==> config.mk <==
export PLATFORM = sky130hd
export DESIGN_NAME = isa_io_arbiter_flat
export DESIGN_NICKNAME = d
export VERILOG_FILES = /design/src/rtl/isa_io_arbiter_if.sv /design/src/rtl/isa_io_arbiter.sv /design/src/flat_wrapper.sv
export SDC_FILE = /design/constraint.sdc
export NUM_CORES = 1
export LEC_CHECK = 0
export BUFFER_PORTS_ARGS = -buffer_cell sky130_fd_sc_hd__buf_2
export CAP_MARGIN = 25
export CORE_MARGIN = 2
export CORE_UTILIZATION = 47
export CTS_CLUSTER_SIZE = 8
export DETAILED_ROUTE_END_ITERATION = 10
export GPL_TIMING_DRIVEN = 0
export HOLD_SLACK_MARGIN = 0.05
export PLACE_DENSITY = 0.8
export SETUP_SLACK_MARGIN = 0.15
export SLEW_MARGIN = 10
export SYNTH_ARGS = -nofsm -noshare
export SYNTH_HDL_FRONTEND = slang
export SYNTH_SLANG_ARGS = --single-unit
==> constraint.sdc <==
create_clock -name sys_clock -period 3.5 [get_ports sys_clock]
set_input_delay 1.05 -clock sys_clock [delete_from_list [all_inputs] [get_ports sys_clock]]
set_output_delay 1.05 -clock sys_clock [all_outputs]
set_load 0.03 [all_outputs]
==> src/rtl/isa_io_arbiter_if.sv <==
// isa_io_arbiter_if: bundle of the requester handshake and the ISA cycle-engine pins.
//   Requester side : req_valid/req_write/req_addr/req_wdata in, req_done/req_err/rdata out.
//   Bus side       : address/data_out/data_dir/bus_strobe out, bus_ack/data_in in.
// The slave modport is the arbiter's view. The master modport is the environment's view,
// which covers both the requesters and the pin driver.
interface isa_io_arbiter_if;
  logic [1:0]  req_valid;
  logic [1:0]  req_write;
  logic [31:0] req_addr;   // {addr1, addr0}
  logic [31:0] req_wdata;  // {wdata1, wdata0}
  logic [1:0]  req_done;
  logic [1:0]  req_err;
  logic [15:0] rdata;
  logic [15:0] address;
  logic [15:0] data_out;
  logic        data_dir;
  logic        bus_strobe;
  logic        bus_ack;
  logic [15:0] data_in;

  modport master (
    output req_valid, req_write, req_addr, req_wdata, bus_ack, data_in,
    input  req_done, req_err, rdata, address, data_out, data_dir, bus_strobe
  );

  modport slave (
    input  req_valid, req_write, req_addr, req_wdata, bus_ack, data_in,
    output req_done, req_err, rdata, address, data_out, data_dir, bus_strobe
  );
endinterface

==> src/rtl/isa_io_arbiter.sv <==
// isa_io_arbiter: round-robin share of the single ISA I/O cycle engine between the DSP reset
// sequencer (req 0) and the DSP command/data path (req 1). Each grant runs
// SETUP -> STROBE -> RELEASE, then TURNAROUND idle cycles, then IDLE re-arbitrates.
// Ports:
//   sys_clock  - system clock, rising edge
//   set_safe   - asynchronous active-high reset; drops the strobe at once and issues no done
//   io         - isa_io_arbiter_if.slave: requester handshake plus ISA cycle-engine pins
// All outputs are registered. The address/data/dir output registers double as the latched
// copy of the granted request, so later changes on the request inputs have no effect.
module isa_io_arbiter #(
  parameter int unsigned TIMEOUT_CYCLES = 255,
  parameter int unsigned TO_W           = 8,
  parameter int unsigned TURNAROUND     = 2
) (
  input logic             sys_clock,
  input logic             set_safe,
  isa_io_arbiter_if.slave io
);

  localparam logic [TO_W-1:0] TimeoutMax = TO_W'(TIMEOUT_CYCLES);
  localparam logic [2:0]      TurnMax    = 3'(TURNAROUND);

  typedef enum logic [2:0] {StIdle, StSetup, StStrobe, StRelease, StTurn} state_e;

  state_e          state_q, state_d;
  logic            last_grant_q, last_grant_d;
  logic [TO_W-1:0] to_cnt_q, to_cnt_d;
  logic [2:0]      turn_cnt_q, turn_cnt_d;
  logic [15:0]     address_q, address_d;
  logic [15:0]     data_out_q, data_out_d;
  logic            data_dir_q, data_dir_d;
  logic            strobe_q, strobe_d;
  logic [1:0]      done_q, done_d;
  logic [1:0]      err_q, err_d;
  logic [15:0]     rdata_q, rdata_d;

  logic            gnt;
  logic [15:0]     sel_addr;
  logic [15:0]     sel_wdata;

  always_comb begin
    state_d      = state_q;
    last_grant_d = last_grant_q;
    to_cnt_d     = to_cnt_q;
    turn_cnt_d   = turn_cnt_q;
    address_d    = address_q;
    data_out_d   = data_out_q;
    data_dir_d   = data_dir_q;
    strobe_d     = 1'b0;
    done_d       = 2'b00;
    err_d        = 2'b00;
    rdata_d      = rdata_q;
    gnt          = 1'b0;
    sel_addr     = 16'h0000;
    sel_wdata    = 16'h0000;

    unique case (state_q)
      StIdle: begin
        if (io.req_valid != 2'b00) begin
          // With both requesting, the one not served last wins.
          if (io.req_valid == 2'b11) begin
            gnt = ~last_grant_q;
          end else begin
            gnt = io.req_valid[1];
          end
          sel_addr     = gnt ? io.req_addr[31:16] : io.req_addr[15:0];
          sel_wdata    = gnt ? io.req_wdata[31:16] : io.req_wdata[15:0];
          last_grant_d = gnt;
          address_d    = sel_addr;
          data_dir_d   = io.req_write[gnt];
          data_out_d   = io.req_write[gnt] ? sel_wdata : 16'h0000;
          state_d      = StSetup;
        end
      end

      StSetup: begin
        strobe_d = 1'b1;
        to_cnt_d = TO_W'(1);
        state_d  = StStrobe;
      end

      StStrobe: begin
        // Ack is checked first so an ack on the final allowed cycle is not an error.
        if (io.bus_ack) begin
          state_d                = StRelease;
          done_d[last_grant_q]   = 1'b1;
          if (!data_dir_q) begin
            rdata_d = io.data_in;
          end
        end else if (to_cnt_q == TimeoutMax) begin
          state_d                = StRelease;
          done_d[last_grant_q]   = 1'b1;
          err_d[last_grant_q]    = 1'b1;
          if (!data_dir_q) begin
            rdata_d = 16'hFFFF;
          end
        end else begin
          strobe_d = 1'b1;
          to_cnt_d = to_cnt_q + TO_W'(1);
        end
      end

      StRelease: begin
        address_d  = 16'h0000;
        data_out_d = 16'h0000;
        data_dir_d = 1'b1;
        turn_cnt_d = 3'd1;
        state_d    = (TURNAROUND == 0) ? StIdle : StTurn;
      end

      StTurn: begin
        if (turn_cnt_q == TurnMax) begin
          state_d = StIdle;
        end else begin
          turn_cnt_d = turn_cnt_q + 3'd1;
        end
      end

      default: begin
        state_d    = StIdle;
        address_d  = 16'h0000;
        data_out_d = 16'h0000;
        data_dir_d = 1'b1;
      end
    endcase
  end

  always_ff @(posedge sys_clock or posedge set_safe) begin
    if (set_safe) begin
      state_q      <= StIdle;
      last_grant_q <= 1'b1;
      to_cnt_q     <= '0;
      turn_cnt_q   <= 3'd0;
      address_q    <= 16'h0000;
      data_out_q   <= 16'h0000;
      data_dir_q   <= 1'b1;
      strobe_q     <= 1'b0;
      done_q       <= 2'b00;
      err_q        <= 2'b00;
      rdata_q      <= 16'h0000;
    end else begin
      state_q      <= state_d;
      last_grant_q <= last_grant_d;
      to_cnt_q     <= to_cnt_d;
      turn_cnt_q   <= turn_cnt_d;
      address_q    <= address_d;
      data_out_q   <= data_out_d;
      data_dir_q   <= data_dir_d;
      strobe_q     <= strobe_d;
      done_q       <= done_d;
      err_q        <= err_d;
      rdata_q      <= rdata_d;
    end
  end

  assign io.address    = address_q;
  assign io.data_out   = data_out_q;
  assign io.data_dir   = data_dir_q;
  assign io.bus_strobe = strobe_q;
  assign io.req_done   = done_q;
  assign io.req_err    = err_q;
  assign io.rdata      = rdata_q;

endmodule

==> src/flat_wrapper.sv <==
// flat-port wrapper written by rule: the top's interface ports become plain ports
module isa_io_arbiter_flat 
#(
  parameter int unsigned TIMEOUT_CYCLES = 255,
  parameter int unsigned TO_W           = 8,
  parameter int unsigned TURNAROUND     = 2
)
  (sys_clock, set_safe, io_req_valid, io_req_write, io_req_addr, io_req_wdata, io_bus_ack, io_data_in, io_req_done, io_req_err, io_rdata, io_address, io_data_out, io_data_dir, io_bus_strobe);
  isa_io_arbiter_if io_i ();
  input logic sys_clock;
  input logic set_safe;
  input wire logic [$bits(io_i.req_valid)-1:0] io_req_valid;
  input wire logic [$bits(io_i.req_write)-1:0] io_req_write;
  input wire logic [$bits(io_i.req_addr)-1:0] io_req_addr;
  input wire logic [$bits(io_i.req_wdata)-1:0] io_req_wdata;
  input wire logic [$bits(io_i.bus_ack)-1:0] io_bus_ack;
  input wire logic [$bits(io_i.data_in)-1:0] io_data_in;
  output wire logic [$bits(io_i.req_done)-1:0] io_req_done;
  output wire logic [$bits(io_i.req_err)-1:0] io_req_err;
  output wire logic [$bits(io_i.rdata)-1:0] io_rdata;
  output wire logic [$bits(io_i.address)-1:0] io_address;
  output wire logic [$bits(io_i.data_out)-1:0] io_data_out;
  output wire logic [$bits(io_i.data_dir)-1:0] io_data_dir;
  output wire logic [$bits(io_i.bus_strobe)-1:0] io_bus_strobe;
  assign io_i.req_valid = io_req_valid;
  assign io_i.req_write = io_req_write;
  assign io_i.req_addr = io_req_addr;
  assign io_i.req_wdata = io_req_wdata;
  assign io_i.bus_ack = io_bus_ack;
  assign io_i.data_in = io_data_in;
  assign io_req_done = io_i.req_done;
  assign io_req_err = io_i.req_err;
  assign io_rdata = io_i.rdata;
  assign io_address = io_i.address;
  assign io_data_out = io_i.data_out;
  assign io_data_dir = io_i.data_dir;
  assign io_bus_strobe = io_i.bus_strobe;
  isa_io_arbiter #(.TIMEOUT_CYCLES(TIMEOUT_CYCLES), .TO_W(TO_W), .TURNAROUND(TURNAROUND)) u_core (.sys_clock(sys_clock), .set_safe(set_safe), .io(io_i));
endmodule
==> flow_summary_export.csv, run 1 <==
group,metric,value,unit
worst_setup_path,path_class,"in -> reg",
synth,synth_top_area_frac,0.5330,
synth,synth.avg_cell_area,12.05,sq um
place,pre_cts_slack,0.6267,ns
worst_setup_path,critPathMaxStageDelay,0.32,ns
timing,rsz0062_at_grt,"false",
drt,dr.pass1.iters,7,
final_layout,fin_cells,495,
die,start_util,0.4898,
timing,setup_slack,0.9988,ns
worst_setup_path,reg2reg_to,"u_core.io.data_out[9]$_DFFE_PP0P_",
synth,ys_seq_area_frac,0.5497,
synth,ys_warn_count,0,
synth,synth_area_leaders,"dfrtp_1 53%, mux2i_1 11%, o2bb2ai_1 8.9%, o22a_1 4.5%, dfstp_2 1.7%",
synth,ys_async_sr_fraction,1.000,
pwr,combPwrFrac,0.490,
worst_setup_path,path_cells,"buf_2 > a21boi_0 > buf_2 > mux2i_1 > nand2b_1 > clkbuf_1 > buf_2 > o2bb2ai_1",
final_layout,multi_input_area,0.001299,sq mm
synth,synth_ff_type,"dfrtp_1",
pwr,vdd_drop_max,0.0005231,V
place,hpwl,5685,um
clock_tree,cts_setup_buffers,0,
worst_setup_path,critical_path_buf_inv_count,4,
drt,drtIter0Drc,122,
synth,synth_seq_cells,69,
timing,clock.fmax,399.8,MHz
grt,antenna_found_initial,0,
timing,layout_min_cycle_time,2.501,ns
final_layout,syn_to_final_growth,31.26,%
pwr,p_int,2.027,mW
worst_setup_path,rr_worst_depth,7,
timing,hold_violations,0,
clock_tree,clock_path_buffers,2,
drt,drc,15,
synth,synth.largest_area_cell,"dfrtp_1",
clock_tree,cts_resized,0,
clock_tree,clock_latency,0.34,ns
final_layout,drive_gt1_frac,0.4187,
clock_tree,cts_tree,"yes",
drt,wl,7561,um
pwr,swShare,0.4511,
drt,wire_per_inst,15.27,um
die,die_w,85.81,um
grt,grt_util_all_layers,0.2145,
drt,vias,2616,
worst_setup_path,cp.depth,8,
run_status,violations,"design-rule violations",
pwr,clock_power_share,0.144,
grt,grt_pass1_vias,2661,
synth,syn_area,0.003146,sq mm
synth,ys_top_cells_by_count,"67 x dfrtp_1, 34 x mux2i_1, 32 x o2bb2ai_1, 16 x o22a_1, 14 x nand2_1",
timing,max_slew_margin,0.6255,
drt,antenna_left,0,
pwr,seqPwrFrac,0.365,
synth,syn-instance-count,261,
final_layout,n_antenna_cell,0,
pwr,power-per-cell-area,894.3,mW/mm^2
worst_setup_path,end_kind,"register",
place,gp_congestion,0.8195,
grt,grt_pass1_wl,12390,um
grt,grt_start_max_net_pins,69,
clock_tree,cts_hold_buf,0,
worst_hold_path,hold_class,"reg -> reg",
clock_tree,cts_buffers,9,
job,drv_cap,0,
worst_setup_path,endpoint,"u_core.io.data_out[9]$_DFFE_PP0P_",
worst_setup_path,crit_top_cell,"buf_2",
worst_setup_path,crit_fanout,10,
worst_setup_path,slowest_stage,"mux2i_1",
worst_setup_path,r2r_slack,1.46,ns
timing,finalCritPeriodShare,0.7146,
final_layout,fillerInstances,510,
pwr,net-switching-power,1.666,mW
worst_setup_path,critPathRequiredTime,3.71,ns
synth,yosysMostFrequentCell,"dfrtp_1",
place,placedCellCount,479,
synth,synth-edff-count,0,
clock_tree,cts.reportedPaths.clkPinSlew,0.07,ns
pwr,power.total,3.692,mW
drt,vias_per_cell,5.285,
clock_tree,cts_htree_levels,3,
clock_tree,cts_root_buf,"clkbuf_8",
synth,synth_fp_nets,351,
timing,final.setup_skew,0.01128,ns
timing,slew_violations,0,
worst_setup_path,cp-startpoint,"io_req_valid[1]",
place,portBuffers,140,
worst_setup_path,arrival,2.72,ns
die,core-area,0.006422,sq mm
final_layout,fin_nets,503,
worst_setup_path,r2r_start,"u_core.last_grant_q$_DFFE_PP1P_",
worst_setup_path,path_delay_family,"buffers and inverters",
final_layout,seqCellArea,0.001729,sq mm
die,die_y,85.81,um
die,io_pins,141,
timing,worst_pin_slew,0.5580,ns
pwr,leakage,2.099,nW
clock_tree,clock-sinks,69,
grt,grt.overflow.total,0,
timing,finalSetupViolations,0,
worst_setup_path,cp-start-kind,"input pin",
die,rows,29,
run_status,outcome,"complete, but fails checks",
synth,synth_cell_types,44,
die,fp.dieArea,0.007363,sq mm
[state kept, by name, summed over array words and instances (netlist names), 2 cells and up]
signal / flops
u_core.io.address: 16
u_core.io.data_out: 16
u_core.io.rdata: 16
u_core.io.req_done: 2
u_core.io.req_err: 2
u_core.state_q: 3
u_core.to_cnt_q: 8
u_core.turn_cnt_q: 3
[cell type report]
class,count,share of cell area
inverter,6,0.007273
sequential,69,0.4188
buffer,16,0.02182
multi-input combinational,170,0.3145
clock inverter,3,0.004242
clock buffer,13,0.03364
timing repair buffer,141,0.1764
tap,77,0.02333
[cells by family after synthesis]
logic type / Yosys count / share of synthesized area
AOI/OAI and AO/OA: 76 / 0.1905
DFF: 69 / 0.5497
and+or+nand+nor: 55 / 0.09626
muxes: 34 / 0.1082
buffers and inverters: 22 / 0.03739
adders and majority gates: 4 / 0.01512
xor gates and xnor gates: 1 / 0.002785
[power by group through the flow]
stage / Sequential, mW / Combinational (mW) / Clock [mW]
5_1_grt: 1.39 / 1.96 / 0.587
4_1_cts: 1.35 / 1.83 / 0.552
6_report: 1.35 / 1.81 / 0.533
3_5_place_dp: 1.36 / 1.83 / 0
2_1_floorplan: 1.87 / 0.756 / 0
3_3_place_gp: 1.34 / 1.78 / 0
[cells in the final DEF (no fill, tap or decap), types with 2 or more instances in the layout]
cell / Yosys / final
o21ai_1: 4 / 4
nand2_1: 14 / 14
clkinv_2: 0 / 2
dfrtp_1: 67 / 67
nor3_1: 3 / 3
nor2_1: 8 / 8
nand2b_1: 3 / 3
o2bb2ai_1: 32 / 32
o22a_1: 16 / 16
mux2i_1: 34 / 34
and3_1: 3 / 3
nor4_1: 2 / 2
dfstp_2: 2 / 2
nor2b_1: 2 / 2
ha_1: 3 / 3
buf_2: 9 / 149
clkbuf_1: 3 / 7
o21a_1: 2 / 2
a21oi_1: 5 / 5
buf_4: 3 / 3
a31oi_1: 5 / 5
nand3_1: 8 / 8
o211ai_1: 2 / 2
clkbuf_8: 0 / 9
and2_1: 2 / 2
o21ai_0: 3 / 3
or3_1: 2 / 2
inv_1: 5 / 4
a21o_1: 2 / 2
[routing by layer]
layer,vias to the layer above,GRT usage,share of wire
met3,6,0.04042,0.068
li1,1279,-,-
met5,-,0,0
met4,0,0.07359,0.010
met1,1238,0.2704,0.41
met2,93,0.3714,0.51
[worst min-delay path by stage]
stage	startpoint	endpoint	cells past startpoint
after floorplan	u_core.to_cnt_q[0]$_DFFE_PP0P_	u_core.to_cnt_q[0]$_DFFE_PP0P_	1
after global placement	u_core.io.rdata[3]$_DFFE_PP0P_	u_core.io.rdata[3]$_DFFE_PP0P_	1
after detailed placement	u_core.io.data_out[14]$_DFFE_PP0P_	u_core.io.data_out[14]$_DFFE_PP0P_	1
after CTS	u_core.io.address[14]$_DFFE_PP0P_	u_core.io.address[14]$_DFFE_PP0P_	1
after global routing	u_core.io.rdata[15]$_DFFE_PP0P_	u_core.io.rdata[15]$_DFFE_PP0P_	1
final	u_core.io.data_out[10]$_DFFE_PP0P_	u_core.io.data_out[10]$_DFFE_PP0P_	1
[through the flow]
step                      area (sq um)  setup TNS [ns]  hold slack (ns)    util
final                             4129               0           0.4860  0.6429
after detailed placement          3973               0           0.4688  0.6185
after CTS                         4129               0           0.4883  0.6429
after global placement            3943          -3.929           0.4662  0.6139
after floorplan                   3146               0           0.4841       -
after global routing              4129               0           0.5045  0.6429
Power figures use the tool's default switching activity.
==> inputs of run 2 (changes only) <==
- CORE_UTILIZATION: 47 -> 42
- PLACE_DENSITY: 0.8 -> 0.75
- clock period: 3.5 -> 2.2 ns (I/O delays scaled with it)
==> flow_summary_export.csv, run 2 (synthesis results as in run 1) <==
group,metric,value,unit
worst_setup_path,arrival,2.11,ns
run_status,outcome,"complete, no violations",
pwr,power-per-cell-area,1441,mW/mm^2
timing,rsz0062_at_grt,"false",
drt,drtIter0Drc,114,
place,placed_area,0.004014,sq mm
timing,clock.fmax,528.9,MHz
final_layout,n_antenna_cell,0,
worst_setup_path,critPathMaxStageDelay,0.26,ns
final_layout,drive_gt1_frac,0.4368,
clock_tree,cts_setup_buffers,0,
timing,slew_violations,0,
final_layout,fillerInstances,615,
job,drv_cap,0,
place,portBuffers,140,
worst_setup_path,cp-startpoint,"io_req_valid[1]",
final_layout,final_cell_mix,"149 x buf_2, 67 x dfrtp_1, 33 x mux2i_1",
pwr,power.total,6.113,mW
worst_setup_path,critPathRequiredTime,2.42,ns
grt,grt.overflow.total,0,
drt,wire_per_inst,14.79,um
timing,finalCritPeriodShare,0.8595,
clock_tree,clock_path_buffers,2,
drt,vias_per_cell,5.069,
final_layout,mostFrequentLayoutCell,"buf_2",
worst_setup_path,slowest_stage,"mux2i_2",
drt,vias,2626,
place,gp_congestion,0.8433,
timing,layout_min_cycle_time,1.891,ns
final_layout,finalInstanceArea,0.004243,sq mm
worst_setup_path,end_kind,"register",
worst_setup_path,path_delay_family,"buffers and inverters",
worst_setup_path,r2r_start,"u_core.state_q[2]$_DFFE_PP0P_",
final_layout,fin_nets,504,
grt,grt_pass1_wl,12430,um
clock_tree,cts_tree,"yes",
worst_setup_path,critical_path_buf_inv_count,4,
timing,setup_slack,0.3091,ns
place,pre_cts_slack,-0.1788,ns
die,fp.dieArea,0.008197,sq mm
timing,finalSetupViolations,0,
timing,max_slew_margin,0.6254,
final_layout,fin_cells,518,
die,core-area,0.007253,sq mm
worst_setup_path,path_class,"in -> reg",
drt,wl,7662,um
pwr,vdd_drop_max,0.0006782,V
die,die_w,90.54,um
clock_tree,clock_latency,0.33,ns
final_layout,syn_to_final_growth,34.88,%
worst_hold_path,hold_class,"in -> async",
clock_tree,cts_root_buf,"clkbuf_8",
die,io_pins,141,
drt,antenna_left,0,
clock_tree,cts_buffers,9,
die,die_y,90.54,um
worst_setup_path,path_cells,"buf_2 > a21boi_0 > buf_2 > mux2i_2 > nand2b_1 > clkbuf_2 > buf_2 > o2bb2ai_1",
grt,grt_util_all_layers,0.1903,
worst_setup_path,cp-start-kind,"input pin",
place,placedCellCount,502,
clock_tree,clock-sinks,69,
timing,final.setup.tns,0,ns
die,rows,31,
place,hpwl,5897,um
grt,grt_start_max_net_pins,32,
drt,drc,0,
timing,worst_pin_slew,0.5582,ns
worst_setup_path,crit_top_cell,"buf_2",
worst_setup_path,crit_fanout,10,
timing,final.setup_skew,0.008830,ns
drt,dr.pass1.iters,4,
pwr,leakage,2.136,nW
clock_tree,cts.reportedPaths.clkPinSlew,0.07,ns
clock_tree,cts_htree_levels,3,
grt,grt_pass1_vias,2515,
grt,antenna_found_initial,0,
timing,hold_violations,0,
die,start_util,0.4337,
-- run 2: cell count changes in the layout (fill, tap and decap cells not counted), moves of 2 or more --
cell / before / now
buf_12: 0 / 2
clkbuf_2: 0 / 2
clkbuf_8: 9 / 12
clkbuf_1: 7 / 2
-- run 2: power by group --
| group | internal (mW) | total, mW | switching [mW] | leakage, nW |
|---|---|---|---|---|
| clock network | 0.615 | 1.07 | 0.450 | 0.106 |
| logic | 1.02 | 2.90 | 1.89 | 1.16 |
| registers | 1.82 | 2.14 | 0.327 | 0.872 |
-- run 2: final timing paths --
path,endpoint,slack (ns),cells past startpoint
setup / recovery,u_core.io.data_out[3]$_DFFE_PP0P_,0.31,8
hold / removal,u_core.io.data_out[1]$_DFFE_PP0P_,0.29,2
setup reg to reg,u_core.io.rdata[5]$_DFFE_PP0P_,0.34,6
hold reg to reg,u_core.io.rdata[4]$_DFFE_PP0P_,0.48,1
max in group asynchronous,u_core.last_grant_q$_DFFE_PP1P_,1.17,4
min in group sys_clock,u_core.io.rdata[4]$_DFFE_PP0P_,0.48,1
-- run 2: routing by layer --
layer  vias to the layer above  global-route usage  routed length [um]
met3                         6             0.05259                 495
met4                         0             0.05769                  46
li1                       1288                   -                   -
met1                      1245              0.2282                3271
met5                         -                   0                   0
met2                        87              0.3327                3848
-- run 2: cell type report --
cell class	count	area [sq um]	area share
Timing Repair Buffer	142	740.7	0.1746
Buffer	16	92.59	0.02182
Inverter	6	31.28	0.007372
Tap cell	99	123.9	0.02919
Clock buffer	13	168.9	0.03981
Multi-Input combinational cell	170	1314	0.3096
Clock inverter	3	42.54	0.01003
Sequential cell	69	1729	0.4075
-- run 2: metrics by stage --
stage / hold slack [ns] / utilization
3_3_place_gp: 0.4667 / 0.5479
4_1_cts: 0.2812 / 0.5834
2_1_floorplan: 0.4841 / -
6_report: 0.2895 / 0.5850
3_5_place_dp: 0.4686 / 0.5534
5_1_grt: 0.2899 / 0.5850
-- run 2: repair_timing --
action / CTS / global route
hold buffers: 0 / 0
endpoints found under the setup margin: 10 / 16
resized for setup: 1 / 6
==> inputs of run 3 (changes only) <==
==> constraint.sdc (replaced) <==
create_clock -name sys_clock -period 2.2 [get_ports sys_clock]
set_input_delay 0.44 -clock sys_clock [delete_from_list [all_inputs] [get_ports sys_clock]]
set_output_delay 0.44 -clock sys_clock [all_outputs]
set_load 0.03 [all_outputs]
==> flow_summary_export.csv, run 3 (synthesis results as in run 1) <==
group,metric,value,unit
final_layout,fin_nets,504,
worst_setup_path,r2r_start,"u_core.state_q[2]$_DFFE_PP0P_",
worst_setup_path,path_cells,"buf_4 > or3b_1 > buf_6 > nor3_4 > buf_4 > o22a_1",
timing,finalSetupViolations,0,
worst_setup_path,crit_fanout,10,
worst_setup_path,slowest_stage,"or3b_1",
clock_tree,clock-sinks,69,
drt,antenna_left,0,
place,gp_congestion,0.8433,
final_layout,final_cell_mix,"149 x buf_2, 67 x dfrtp_1, 34 x mux2i_1",
grt,grt_start_max_net_pins,32,
timing,worst_pin_slew,0.5582,ns
drt,wl,7653,um
worst_setup_path,rr_worst_depth,6,
timing,final.setup_skew,0.008345,ns
grt,grt_pass1_wl,12430,um
timing,slew_violations,0,
final_layout,syn_to_final_growth,34.77,%
clock_tree,cts_htree_levels,3,
worst_setup_path,path_class,"reg -> reg",
clock_tree,cts.reportedPaths.clkPinSlew,0.07,ns
clock_tree,cts_root_buf,"clkbuf_8",
die,die_w,90.54,um
worst_setup_path,r2r_slack,0.33,ns
worst_setup_path,reg2reg_to,"u_core.io.rdata[5]$_DFFE_PP0P_",
timing,setup_slack,0.3252,ns
timing,final.setup.tns,0,ns
pwr,vdd_drop_max,0.0006782,V
drt,drtIter0Drc,121,
die,start_util,0.4337,
grt,grt_pass1_vias,2515,
worst_setup_path,critPathRequiredTime,2.47,ns
timing,finalCritPeriodShare,0.8522,
timing,hold_violations,0,
clock_tree,cts_hold_buf,0,
drt,vias,2629,
worst_setup_path,critPathMaxStageDelay,0.37,ns
worst_hold_path,hold_class,"in -> async",
drt,dr.pass1.iters,4,
timing,layout_min_cycle_time,1.875,ns
grt,antenna_found_initial,0,
die,core-area,0.007253,sq mm
clock_tree,clock_path_buffers,2,
die,io_pins,141,
timing,clock.fmax,533.4,MHz
final_layout,multi_input_area,0.001310,sq mm
clock_tree,cts_tree,"yes",
final_layout,seqCellArea,0.001729,sq mm
die,rows,31,
clock_tree,clock_latency,0.33,ns
pwr,power.total,6.109,mW
place,portBuffers,140,
worst_setup_path,cp-start-kind,"register",
drt,vias_per_cell,5.075,
worst_setup_path,arrival,2.14,ns
clock_tree,cts_buffers,9,
grt,grt_util_all_layers,0.1903,
job,drv_cap,0,
worst_setup_path,endpoint,"u_core.io.rdata[5]$_DFFE_PP0P_",
place,hpwl,5897,um
run_status,outcome,"complete, no violations",
place,pre_cts_slack,0.04118,ns
timing,whs,0.07029,ns
pwr,power-per-cell-area,1441,mW/mm^2
die,fp.dieArea,0.008197,sq mm
final_layout,drive_gt1_frac,0.4344,
final_layout,fillerInstances,615,
die,die_y,90.54,um
final_layout,n_antenna_cell,0,
drt,drc,0,
worst_setup_path,cp-startpoint,"u_core.state_q[2]$_DFFE_PP0P_",
worst_setup_path,crit_top_cell,"buf_4",
clock_tree,cts_setup_buffers,0,
worst_setup_path,path_delay_family,"simple AND/OR/NAND/NOR gates",
drt,wire_per_inst,14.77,um
worst_setup_path,end_kind,"register",
final_layout,mostFrequentLayoutCell,"buf_2",
worst_setup_path,critical_path_buf_inv_count,3,
timing,rsz0062_at_grt,"false",
final_layout,final_util,0.5844,
timing,max_slew_margin,0.6253,
pwr,leakage,2.136,nW
grt,grt.overflow.total,0,
worst_setup_path,cp.depth,6,
[run 3: changes by cell type in the layout (fill, tap and decap cells not counted)]
cell,before,now
mux2i_2,1,0
mux2i_1,33,34
[run 3: how the worst min path moves through the flow]
stage | from | to | cells after the start
after floorplan | u_core.to_cnt_q[0]$_DFFE_PP0P_ | u_core.to_cnt_q[0]$_DFFE_PP0P_ | 1
after global placement | u_core.io.rdata[8]$_DFFE_PP0P_ | u_core.io.rdata[8]$_DFFE_PP0P_ | 1
after detailed placement | set_safe | u_core.io.data_out[1]$_DFFE_PP0P_ | 2
after CTS | set_safe | u_core.io.data_out[1]$_DFFE_PP0P_ | 2
after global routing | set_safe | u_core.io.rdata[4]$_DFFE_PP0P_ | 2
final | set_safe | u_core.io.data_out[1]$_DFFE_PP0P_ | 2
[run 3: what timing repair did]
| action | in CTS | in global routing |
|---|---|---|
| endpoints found under the setup margin | 10 | 16 |
| resized for setup | 1 | 5 |
| hold endpoints to repair | 0 | 0 |
[run 3: cell type report]
type / count / area share
plain buffers: 16 / 0.02184
clock buffers: 13 / 0.03985
clock inverters: 3 / 0.01004
inverters: 6 / 0.007379
multi-input cells: 170 / 0.3090
flip-flops and latches: 69 / 0.4079
well taps: 99 / 0.02922
repair buffers: 142 / 0.1747
[run 3: metal layers]
metal | global-route usage | vias to the layer above | part of all wire
met4 | 0.05769 | 0 | 0.0065
met5 | 0 | - | 0
li1 | - | 1286 | -
met1 | 0.2282 | 1245 | 0.42
met3 | 0.05259 | 6 | 0.067
met2 | 0.3327 | 92 | 0.50
[run 3: power breakdown]
group          total (mW)  leakage, nW  internal (mW)  switching, mW
registers            2.14        0.872           1.82          0.327
logic                2.90         1.16           1.02           1.88
clock network        1.07        0.106          0.615          0.451
total                6.11         2.14           3.45           2.66
[run 3: through the flow]
step	std cells	cell area (sq um)
6_report	518	4239
5_1_grt	518	4239
4_1_cts	518	4232
3_5_place_dp	502	4014
3_3_place_gp	500	3974
2_1_floorplan	261	3149
